$ cat src/rtl/uart_rx_if.sv
// uart_rx_if: bundles the receiver's serial input and decoded-word outputs.
// Optional macro: UART_RX_PARITY_EN adds the parityError strobe.
//
// Handshake: there is no ready. dataValid, frameError (and parityError) are
// single-cycle strobes that are mutually exclusive; a consumer must capture
// `data` in the cycle dataValid is high. `data` holds between frames.
interface uart_rx_if #(
  parameter int DataBits = 8
);
  logic                rx;
  logic [DataBits-1:0] data;
  logic                dataValid;
  logic                frameError;
  logic                busy;
  logic [2:0]          state;   // receiver FSM state, for observation only
`ifdef UART_RX_PARITY_EN
  logic                parityError;
`endif

  // master: the receiver itself
  modport master (
    input  rx,
    output data, dataValid, frameError, busy, state
`ifdef UART_RX_PARITY_EN
    , output parityError
`endif
  );

  // slave: the line driver / downstream consumer
  modport slave (
    output rx,
    input  data, dataValid, frameError, busy, state
`ifdef UART_RX_PARITY_EN
    , input parityError
`endif
  );
endinterface

$ cat src/rtl/uart_rx.sv
// uart_rx: 8N1 (configurable data width) UART receiver, LSB first, idle-high.
// Optional macro: UART_RX_PARITY_EN inserts an even-parity bit after the data.
module uart_rx #(
  parameter int ClockFrequency = 1000000,
  parameter int BaudRate       = 9600,
  parameter int DataBits       = 8
) (
  input  logic      clock,
  input  logic      reset,
  uart_rx_if.master bus
);
  localparam int BIT_CLKS  = ClockFrequency / BaudRate;
  localparam int HALF_CLKS = BIT_CLKS / 2;
  localparam int CW        = $clog2(BIT_CLKS) + 1;
  localparam int IW        = $clog2(DataBits);

  localparam logic [CW-1:0] BIT_LAST  = CW'(BIT_CLKS - 1);
  localparam logic [CW-1:0] HALF_LAST = CW'(HALF_CLKS - 1);
  localparam logic [IW-1:0] IDX_LAST  = IW'(DataBits - 1);

  typedef enum logic [2:0] {
    IDLE   = 3'd0,
    START  = 3'd1,
    DATA   = 3'd2,
    PARITY = 3'd3,
    STOP   = 3'd4,
    BREAK  = 3'd5
  } state_t;

  state_t              state;
  logic                rx_meta;
  logic                rx_s;
  logic [CW-1:0]       cnt;
  logic [IW-1:0]       idx;
  logic [DataBits-1:0] shift;
  logic [DataBits-1:0] data_q;
  logic                data_valid_q;
  logic                frame_error_q;
`ifdef UART_RX_PARITY_EN
  logic                parity_bit;
  logic                parity_error_q;
`endif

  // Two-flop synchronizer; idle-high line so both flops reset to 1.
  always_ff @(posedge clock or posedge reset) begin
    if (reset) begin
      rx_meta <= 1'b1;
      rx_s    <= 1'b1;
    end else begin
      rx_meta <= bus.rx;
      rx_s    <= rx_meta;
    end
  end

  // Receive FSM: bit timing, data shift register and the output strobes.
  always_ff @(posedge clock or posedge reset) begin
    if (reset) begin
      state          <= IDLE;
      cnt            <= '0;
      idx            <= '0;
      shift          <= '0;
      data_q         <= '0;
      data_valid_q   <= 1'b0;
      frame_error_q  <= 1'b0;
`ifdef UART_RX_PARITY_EN
      parity_bit     <= 1'b0;
      parity_error_q <= 1'b0;
`endif
    end else begin
      data_valid_q   <= 1'b0;
      frame_error_q  <= 1'b0;
`ifdef UART_RX_PARITY_EN
      parity_error_q <= 1'b0;
`endif
      case (state)
        IDLE: begin
          cnt <= '0;
          if (!rx_s) state <= START;
        end
        START: begin
          // Re-check the line at mid start bit to reject glitches.
          if (cnt == HALF_LAST) begin
            cnt   <= '0;
            idx   <= '0;
            state <= rx_s ? IDLE : DATA;
          end else begin
            cnt <= cnt + 1'b1;
          end
        end
        DATA: begin
          if (cnt == BIT_LAST) begin
            cnt   <= '0;
            shift <= {rx_s, shift[DataBits-1:1]};
            if (idx == IDX_LAST) begin
`ifdef UART_RX_PARITY_EN
              state <= PARITY;
`else
              state <= STOP;
`endif
            end else begin
              idx <= idx + 1'b1;
            end
          end else begin
            cnt <= cnt + 1'b1;
          end
        end
`ifdef UART_RX_PARITY_EN
        PARITY: begin
          if (cnt == BIT_LAST) begin
            cnt        <= '0;
            parity_bit <= rx_s;
            state      <= STOP;
          end else begin
            cnt <= cnt + 1'b1;
          end
        end
`endif
        STOP: begin
          // Leaving at mid stop bit leaves half a bit to catch the next start.
          if (cnt == BIT_LAST) begin
            cnt <= '0;
            if (rx_s) begin
              state <= IDLE;
`ifdef UART_RX_PARITY_EN
              if ((^shift) ^ parity_bit) begin
                parity_error_q <= 1'b1;
              end else begin
                data_q       <= shift;
                data_valid_q <= 1'b1;
              end
`else
              data_q       <= shift;
              data_valid_q <= 1'b1;
`endif
            end else begin
              frame_error_q <= 1'b1;
              state         <= BREAK;
            end
          end else begin
            cnt <= cnt + 1'b1;
          end
        end
        BREAK: begin
          // A held-low line must return high before a new frame is accepted.
          cnt <= '0;
          if (rx_s) state <= IDLE;
        end
        default: begin
          cnt   <= '0;
          state <= IDLE;
        end
      endcase
    end
  end

  assign bus.data       = data_q;
  assign bus.dataValid  = data_valid_q;
  assign bus.frameError = frame_error_q;
  assign bus.busy       = (state != IDLE);
  assign bus.state      = state;
`ifdef UART_RX_PARITY_EN
  assign bus.parityError = parity_error_q;
`endif

endmodule

$ cat src/flat_wrapper.sv
// flat-port wrapper written by rule: the top's interface ports become plain ports
module uart_rx_flat 
#(
  parameter int ClockFrequency = 1000000,
  parameter int BaudRate       = 9600,
  parameter int DataBits       = 8
)
  (clock, reset, bus_rx, bus_data, bus_dataValid, bus_frameError, bus_busy, bus_state);
  uart_rx_if #(.DataBits(DataBits)) bus_i ();
  input  logic clock;
  input  logic reset;
  input wire logic [$bits(bus_i.rx)-1:0] bus_rx;
  output wire logic [$bits(bus_i.data)-1:0] bus_data;
  output wire logic [$bits(bus_i.dataValid)-1:0] bus_dataValid;
  output wire logic [$bits(bus_i.frameError)-1:0] bus_frameError;
  output wire logic [$bits(bus_i.busy)-1:0] bus_busy;
  output wire logic [$bits(bus_i.state)-1:0] bus_state;
  assign bus_i.rx = bus_rx;
  assign bus_data = bus_i.data;
  assign bus_dataValid = bus_i.dataValid;
  assign bus_frameError = bus_i.frameError;
  assign bus_busy = bus_i.busy;
  assign bus_state = bus_i.state;
  uart_rx #(.ClockFrequency(ClockFrequency), .BaudRate(BaudRate), .DataBits(DataBits)) u_core (.clock(clock), .reset(reset), .bus(bus_i));
endmodule
$ cat config.mk
export PLATFORM = sky130hd
export DESIGN_NAME = uart_rx_flat
export DESIGN_NICKNAME = d
export VERILOG_FILES = /design/src/rtl/uart_rx_if.sv /design/src/rtl/uart_rx.sv /design/src/flat_wrapper.sv
export SDC_FILE = /design/constraint.sdc
export NUM_CORES = 1
export LEC_CHECK = 0
export BUFFER_PORTS_ARGS = -buffer_cell sky130_fd_sc_hd__buf_4
export CAP_MARGIN = 30
export CORE_ASPECT_RATIO = 0.5
export CORE_MARGIN = 2
export CORE_UTILIZATION = 51
export CTS_CLUSTER_DIAMETER = 120
export CTS_CLUSTER_SIZE = 16
export DETAILED_ROUTE_END_ITERATION = 12
export PLACE_DENSITY = 0.8
export SYNTH_ARGS = -nofsm -noshare
export SYNTH_HDL_FRONTEND = slang
export SYNTH_SLANG_ARGS = --single-unit
$ cat constraint.sdc
create_clock -name clock -period 2.1 [get_ports clock]
set_input_delay 0.105 -clock clock [delete_from_list [all_inputs] [get_ports clock]]
set_output_delay 0.105 -clock clock [all_outputs]
set_load 0.03 [all_outputs]
Word level (Yosys, flattened, before mapping)
Index checks and enable logic that the tools add are counted.
{ "word_totals": {"input_bits": 3, "reg_bits": 34} }
{ "classes": {"add_sub_neg": 2, "eq_ne": 14, "muxes": 22, "reduce_logical": 8} }
{ "ops": {"columns": ["cell", "count"], "rows": [
  ["$mux 3", 10],
  ["$mux 8", 2],
  ["$pmux 8 s2", 1],
  ["$pmux 3 s5", 1],
  ["$ne 2x1->1 const B", 5],
  ["$eq 3x3->1 const B", 3],
  ["$add 8x1->8 const B", 1],
  ["$eq 8x6->1 const B", 1],
  ["$eq 8x7->1 const B", 1],
  ["$mux 1", 6],
  ["$pmux 3 s2", 1],
  ["$reduce_and 6->1", 1],
  ["$ne 2x2->1 const B", 2],
  ["$reduce_and 4->1", 1],
  ["$add 3x1->3 const B", 1],
  ["$eq 3x1->1 const B", 1],
  ["$eq 3x2->1 const B", 1],
  ["$logic_not 3->1", 1],
  ["$reduce_and 3->1", 1],
  ["$reduce_bool 3->1", 1],
  ["$mux 2", 1],
  ["$reduce_and 2->1", 1],
  ["$reduce_bool 2->1", 1],
  ["$reduce_or 2->1", 1]
]} }

Logic depth before layout (Yosys ltp)
Gate-level depths: netlist of the first run.
{ "depth": {"ltp_word": 4, "depth_mapped": 6} }

Worst setup path after synthesis of the first run
Ideal clock, no wire load.
{ "synth_timing": {"kind": "register to register", "start": "register u_core.cnt[0]", "end": "register u_core.shift[0]", "path_stages_with_launch": 6, "arrival_ns": 1.806, "required_ns": 1.975, "n_path_buf": 1, "path_slack_ns": 0.170, "setup_ns": 0.125, "period_less_slack_ns": 1.930, "path_cell_list": "dfrtp_1 -> ha_1 -> or3b_1 -> buf_6 -> nor3_4 -> mux2_2"} }
{ "synth_via": {"elab_chain_len": 2} }
{ "synth_lines": {"columns": ["item", "line", "rtl"], "rows": [
  ["start: declaration", "uart_rx.sv:33", "logic [CW-1:0] cnt;"],
  ["start signal: assignment", "uart_rx.sv:87", "cnt <= cnt + 1'b1;"],
  ["start signal: assignment", "uart_rx.sv:104", "cnt <= cnt + 1'b1;"],
  ["start signal: assignment", "uart_rx.sv:140", "cnt <= cnt + 1'b1;"],
  ["$eq 8x7->1", "uart_rx.sv:91", "if (cnt == BIT_LAST) begin"],
  ["$reduce_and 2->1 (no line)", null, null],
  ["end signal: assignment", "uart_rx.sv:93", "shift <= {rx_s, shift[DataBits-1:1]};"],
  ["end: declaration", "uart_rx.sv:35", "logic [DataBits-1:0] shift;"]
]} }
Every way passes these cells.
A chain may end at the register's enable or synchronous reset.

Worst setup path after layout of the first run
{ "layout_timing": {"start": "register u_core.idx[0]", "end": "register u_core.idx[0]"} }
{ "layout_via": {"elab_chain_len": 4, "elab_cells_between_ends": 7, "cone_classes": "add/sub: 1; eq/ne: 2; mux: 3; reduce/logical: 1"} }
{ "layout_lines": {"columns": ["item", "line", "rtl"], "rows": [
  ["start: declaration", "uart_rx.sv:34", "logic [IW-1:0] idx;"],
  ["start signal: assignment", "uart_rx.sv:101", "idx <= idx + 1'b1;"],
  ["$add 3x1->3", "uart_rx.sv:101", null],
  ["$mux 3", "uart_rx.sv:94", "if (idx == IDX_LAST) begin"],
  ["$mux 3", "uart_rx.sv:91", null],
  ["$pmux 3 s2", "uart_rx.sv:75", "case (state)"]
]} }
Several ways; a longest one is shown, not always the timed one. The select of a mux whose other input is x is not followed.

==> flow_summary.yaml, run 1 <==
cts:
  clock-sinks: 34
  clk_latency_ns: 0.28
  htree_levels: 2
  path_clk_slew_ns: 0.07
  clockBufferDepth: 2
  cts-root-buf: "clkbuf_8"
  cts_tree: "yes"
  numCtsBuffers: 5
critical_path:
  cp_max_fo: 3
  regToRegSetupSlack_ns: 0.12
  cp.required_ns: 2.27
  critPathCaptureType: "register"
  cp.arrival_ns: 2.15
  cp-start-kind: "register"
  critical_path_class: "register to register"
floorplan:
  core_um2: 2716
  dieArea_um2: 3476
  initial_core_util: 0.5624
  dieHeight_um: 42.70
  fp-row-count: 13
  io_pins: 17
  die_w_um: 81.40
synth:
  synth_nets: 122
  synth_area_leaders: "dfrtp_1 52%, mux2_2 12%, dfstp_2 3.4%, xor2_1 3.4%, ha_1 2.5%"
  yosysSeqAreaShare: 0.5586
  post_synth.cell_area_avg_um2: 13.17
  synth_cells: 116
  synth_top_cell_area_share: 0.5242
  yosysTopAreaCell: "dfrtp_1"
  yosysUniqueCellTypes: 38
  yosysWarnings: 0
  synth_area_um2: 1528
  ys_seq_elements: 34
sta:
  maxSlewViolCount: 0
  rsz0062_at_grt: "no"
  worst_slack_ns: 0.1161
  tightest_slew_ns: 0.4112
  fmax_mhz: 504.1
  hold_slack_ns: 0.3575
  maxSlewHeadroom: 0.7259
  tns_ns: 0
  hold_viol: 0
  period_share: 0.9447
  fin_skew_ns: 0.005726
  setup_violations: 0
  finalCriticalPeriod_ns: 1.984
cells_and_area:
  nets: 151
  layout_commonest_cell: "dfrtp_1"
  syn2layout_area_growth_pct: 21.54
  drive_gt1_frac: 0.4041
  utilization: 0.6836
  antennaDiodeCount: 0
  layout.cells.most_common_list: "32 x dfrtp_1, 22 x buf_4, 16 x mux2_2, 8 x nor2_1"
power:
  peakVddDrop_uv: 347.4
  finalPower_mw: 1.174
  power.density_nw_per_um2: 632.5
  leakagePower_nw: 0.9467
global_route:
  grt_overflow: 0
  grt_pass1_vias: 1016
  antenna_found_initial: 0
  grt_max_degree: 35
  track_usage: 0.1792
  grt_pass1_wl_um: 4616
detailed_routing:
  drc: 0
  route.vias.total: 952
  wl_per_cell_um: 14.55
  drtAntennaViolNets: 0
  avgViaCountPerCell: 5.202
  drt_iter0_drc: 53
  firstDrtPassIters: 4
  wirelength_um: 2663
place:
  place.gp.congestion: 0.7625
  place_ws_ns: 0.07489
  dpl.hpwl_um: 1865
  port_buffers: 16
outcome:
  outcome: "finished, final reports clean"
job:
  max_cap_violations: 0
worst_hold_path:
  hp-class: "register to register"
-- cell families (layout without fill, tap and decap cells) --
kind of cell    count (synthesis)  in the layout  share of synthesized area
compound gates                 14             14                    0.06553
xor+xnor                        7              7                    0.04013
fa+ha+maj                       3              3                    0.02457
buf+inv                         7             37                    0.02292
flops                          34             34                     0.5586
mux                            17             17                     0.1278
simple gates                   34             34                     0.1605
-- final cells by class --
| cell class | count | area [um2] |
|---|---|---|
| Tap cell | 37 | 46.29 |
| Multi-Input combinational cell | 75 | 641.9 |
| Clock buffer | 6 | 82.58 |
| Clock inverter | 2 | 12.51 |
| Sequential cell | 34 | 853.3 |
| Inverter | 4 | 15.01 |
| Timing Repair Buffer | 25 | 205.2 |
| Fill cell | 198 | 859.6 |
-- sequential cells by signal (all words and copies together) (netlist names) --
register               flops
u_core.bus.frameError      1
u_core.shift               8
u_core.rx_meta             1
u_core.rx_s                1
u_core.bus.dataValid       1
u_core.idx                 3
u_core.cnt                 8
u_core.bus.data            8
u_core.bus.state           3
-- timing repair --
action	in CTS	in global routing
endpoints found under the setup margin	0	1
gates resized for setup	0	1
setup buffers	0	0
hold endpoints to repair	33	0
hold buffers	2	0
-- layer usage --
layer  vias up  global-route usage  part of all wire
met5         -                   0                 0
met2        18              0.2803              0.47
met1       465              0.2364              0.48
li1        467                   -                 -
met4         0             0.04068            0.0034
met3         2             0.07021             0.043
-- worst max-delay path, cell delays in order, from the launching register on --
cell and delay (ns):
dfrtp_1 0.40, ha_1 0.21, ha_1 0.22, or4b_1 0.49, nor3_2 0.17, a21oi_1 0.10
mux2_2 0.29
-- synth_stat cells --
cell type / n
nor2b_1: 2
nand4_4: 1
a21oi_1: 2
nand2_1: 6
o32a_2: 1
nor3_4: 1
a21o_1: 1
o31ai_1: 1
dfstp_2: 2
and4_1: 2
nor2_4: 1
nand4b_2: 1
nor2_1: 8
a32o_1: 1
o21ai_0: 4
ha_1: 3
or3_1: 2
xor2_1: 6
mux2_2: 16
mux2_4: 1
nand4_1: 2
a221o_1: 1
buf_2: 1
nor4_4: 1
nor3_2: 1
inv_1: 3
or3b_1: 1
buf_6: 1
inv_2: 1
nand2b_1: 1
a31oi_1: 1
nand3_1: 1
and2_1: 2
clkbuf_1: 1
or4b_1: 1
dfrtp_1: 32
a22o_1: 2
xnor2_1: 1
-- worst paths after layout --
path,endpoint,cells after the start,from
max,u_core.idx[0],6,u_core.idx[0]
min,u_core.rx_s,0,u_core.rx_meta
max reg2reg,u_core.idx[0],6,u_core.idx[0]
min reg2reg,u_core.rx_s,0,u_core.rx_meta
max in group asynchronous,u_core.rx_meta,4,reset
min in group asynchronous,u_core.bus.dataValid,4,reset
-- report_power, final --
group	internal (mW)	leakage (nW)	total, mW	switching [mW]
Clock	0.263	0.0472	0.494	0.230
Sequential	0.658	0.453	0.661	0.00235
Combinational	0.00648	0.446	0.0201	0.0136
Total	0.928	0.947	1.17	0.246
-- stage by stage --
step	instance area (um2)	cells
3_3_place_gp	1739	173
3_5_place_dp	1739	173
6_report	1857	183
2_1_floorplan	1528	116
5_1_grt	1857	183
4_1_cts	1854	183
Note: power is estimated with default switching activity, not from simulation.
==> run 2: changes to the inputs <==
--- a/config.mk
+++ b/config.mk
@@ -5,6 +5,7 @@
 export SDC_FILE = /design/constraint.sdc
 export NUM_CORES = 1
 export LEC_CHECK = 0
+export ABC_AREA = 1
 export BUFFER_PORTS_ARGS = -buffer_cell sky130_fd_sc_hd__buf_4
 export CAP_MARGIN = 30
 export CORE_ASPECT_RATIO = 0.5
==> flow_summary.yaml, run 2 <==
critical_path:
  critical_path_class: "register to register"
  cp_max_fo: 16
  cp.required_ns: 2.27
  regToRegSetupSlack_ns: 0.44
  critPathCaptureType: "register"
  cp.arrival_ns: 1.83
  cp-start-kind: "register"
floorplan:
  fp-row-count: 14
  initial_core_util: 0.5303
  core_um2: 2978
  dieHeight_um: 43.35
  dieArea_um2: 3584
  die_w_um: 82.69
  io_pins: 17
sta:
  tns_ns: 0
  period_share: 0.7886
  fin_skew_ns: 0.005757
  fmax_mhz: 603.8
  maxSlewHeadroom: 0.7304
  maxSlewViolCount: 0
  rsz0062_at_grt: "no"
  tightest_slew_ns: 0.4045
  finalCriticalPeriod_ns: 1.656
  hold_viol: 0
  setup_violations: 0
detailed_routing:
  drt_iter0_drc: 95
  avgViaCountPerCell: 5.033
  firstDrtPassIters: 4
  wirelength_um: 2878
  route.vias.total: 1238
  wl_per_cell_um: 11.70
  drc: 0
  drtAntennaViolNets: 0
cts:
  cts_tree: "yes"
  htree_levels: 2
  clock-sinks: 34
  clockBufferDepth: 2
  path_clk_slew_ns: 0.07
  numCtsBuffers: 5
  cts-root-buf: "clkbuf_8"
  clk_latency_ns: 0.28
synth:
  yosysTopAreaCell: "dfrtp_1"
  yosysWarnings: 0
  synth_area_leaders: "dfrtp_1 51%, nand2_1 13%, nor2_1 4.8%, inv_1 4.3%, dfstp_2 3.3%"
  synth_cells: 181
  synthMostInstantiatedCell: "nand2_1"
  yosysUniqueCellTypes: 23
  post_synth.cell_area_avg_um2: 8.724
  synth_common_cells: "53 x nand2_1, 32 x dfrtp_1, 20 x nor2_1"
  yosysSeqAreaShare: 0.5404
  synth_nets: 187
  synth_enable_flop_cells: 0
  async_reset_ff_frac: 1.000
  ys.flop_type: "dfrtp_1"
  synth_area_um2: 1579
  ys_seq_elements: 34
  synth_top_cell_area_share: 0.5071
cells_and_area:
  drive_gt1_frac: 0.1796
  stdcell_area_um2: 1878
  syn2layout_area_growth_pct: 18.94
  utilization: 0.6307
  fillers: 251
  layout_commonest_cell: "nand2_1"
  layout.cells.most_common_list: "53 x nand2_1, 32 x dfrtp_1, 20 x nor2_1, 18 x inv_1, 17 x buf_4"
  nets: 211
  antennaDiodeCount: 0
place:
  port_buffers: 16
  place_area_um2: 1742
  place.gp.congestion: 0.8421
  dpl.hpwl_um: 1932
power:
  power.density_nw_per_um2: 688.9
  finalPower_mw: 1.294
  peakVddDrop_uv: 320.1
  leakagePower_nw: 0.9781
global_route:
  grt_pass1_wl_um: 4954
  use_met1: 0.2462
  grt_overflow: 0
  grt_use_met2: 0.2823
  antenna_found_initial: 0
  met3_usage: 0.06458
  busiest_layer: "met2"
  grt_pass1_vias: 1143
  track_usage: 0.1874
  grt_max_degree: 35
job:
  max_cap_violations: 0
worst_hold_path:
  hp-class: "register to register"
outcome:
  outcome: "finished, final reports clean"
run 2: cell types whose count changed after synthesis, sizes merged, moves of 3 or more:
cell	delta
nand2	+50
mux2	-17
nor2	+16
inv	+15
o21ai	+10
nand3	+8
o21a	+4
nand4	+3
xor2	-3
run 2: per-stage QoR:
stage / hold WS [ns] / setup slack, ns / cells
6_report: 0.3581 / 0.4438 / 246
2_1_floorplan: 0.1095 / 0.6773 / 181
3_3_place_gp: 0.2139 / 0.5980 / 236
5_1_grt: 0.3653 / 0.2667 / 246
3_5_place_dp: 0.2145 / 0.5122 / 236
4_1_cts: 0.3612 / 0.4409 / 246
run 2: path summary, 6_finish.rpt:
path | from | to | depth (start not counted)
worst max-delay path | u_core.cnt[0] | u_core.shift[0] | 7
worst min-delay path | u_core.rx_meta | u_core.rx_s | 0
worst max register to register | u_core.cnt[0] | u_core.shift[0] | 7
worst min register to register | u_core.rx_meta | u_core.rx_s | 0
max in group asynchronous | reset | u_core.rx_s | 4
min in group asynchronous | reset | u_core.bus.dataValid | 4
run 2: power breakdown:
part | switching, mW | internal [mW] | total [mW]
combinational | 0.0129 | 0.00634 | 0.0193
sequential | 0.00222 | 0.658 | 0.661
clock | 0.227 | 0.387 | 0.614
run 2: final cells by class:
| class | count | area, um2 | area share |
|---|---|---|---|
| Multi-Input combinational cell | 126 | 639.4 | 0.3404 |
| Tap cell | 40 | 50.05 | 0.02665 |
| Sequential cell | 34 | 853.3 | 0.4544 |
| Clock buffer | 7 | 86.33 | 0.04597 |
| Clock inverter | 1 | 30.03 | 0.01599 |
| Timing Repair Buffer | 19 | 147.6 | 0.07861 |
| Inverter | 19 | 71.32 | 0.03797 |
run 2: logic make-up (layout without fill, tap and decap cells):
group / count (synthesis) / count (layout) / synth area share
AO/OA/AOI/OAI: 22 / 22 / 0.07845
flip-flops: 34 / 34 / 0.5404
XOR/XNOR: 3 / 3 / 0.01664
buffers and inverters: 21 / 46 / 0.05467
AND/OR/NAND/NOR: 98 / 98 / 0.2861
adder cells (fa/ha/maj): 3 / 3 / 0.02377
run 2: what timing repair did:
item	CTS	global route
hold buffers	2	0
hold endpoints to repair	33	0
gates resized for setup	0	0
buffers inserted	0	0
setup endpoints to repair	0	0
run 2: critical path: stages, from the launching register on:
cell and delay [ns]:
dfrtp_1 0.39, ha_1 0.22, nand2_1 0.06, inv_1 0.14, nand3_4 0.20, nor2_4 0.32, nand2_1 0.10, o21a_1 0.11
run 2: per-layer routing:
layer	routed length, um	vias up
li1	-	630
met1	1335	575
met2	1387	26
met3	99	7
met4	55	0
met5	0	-
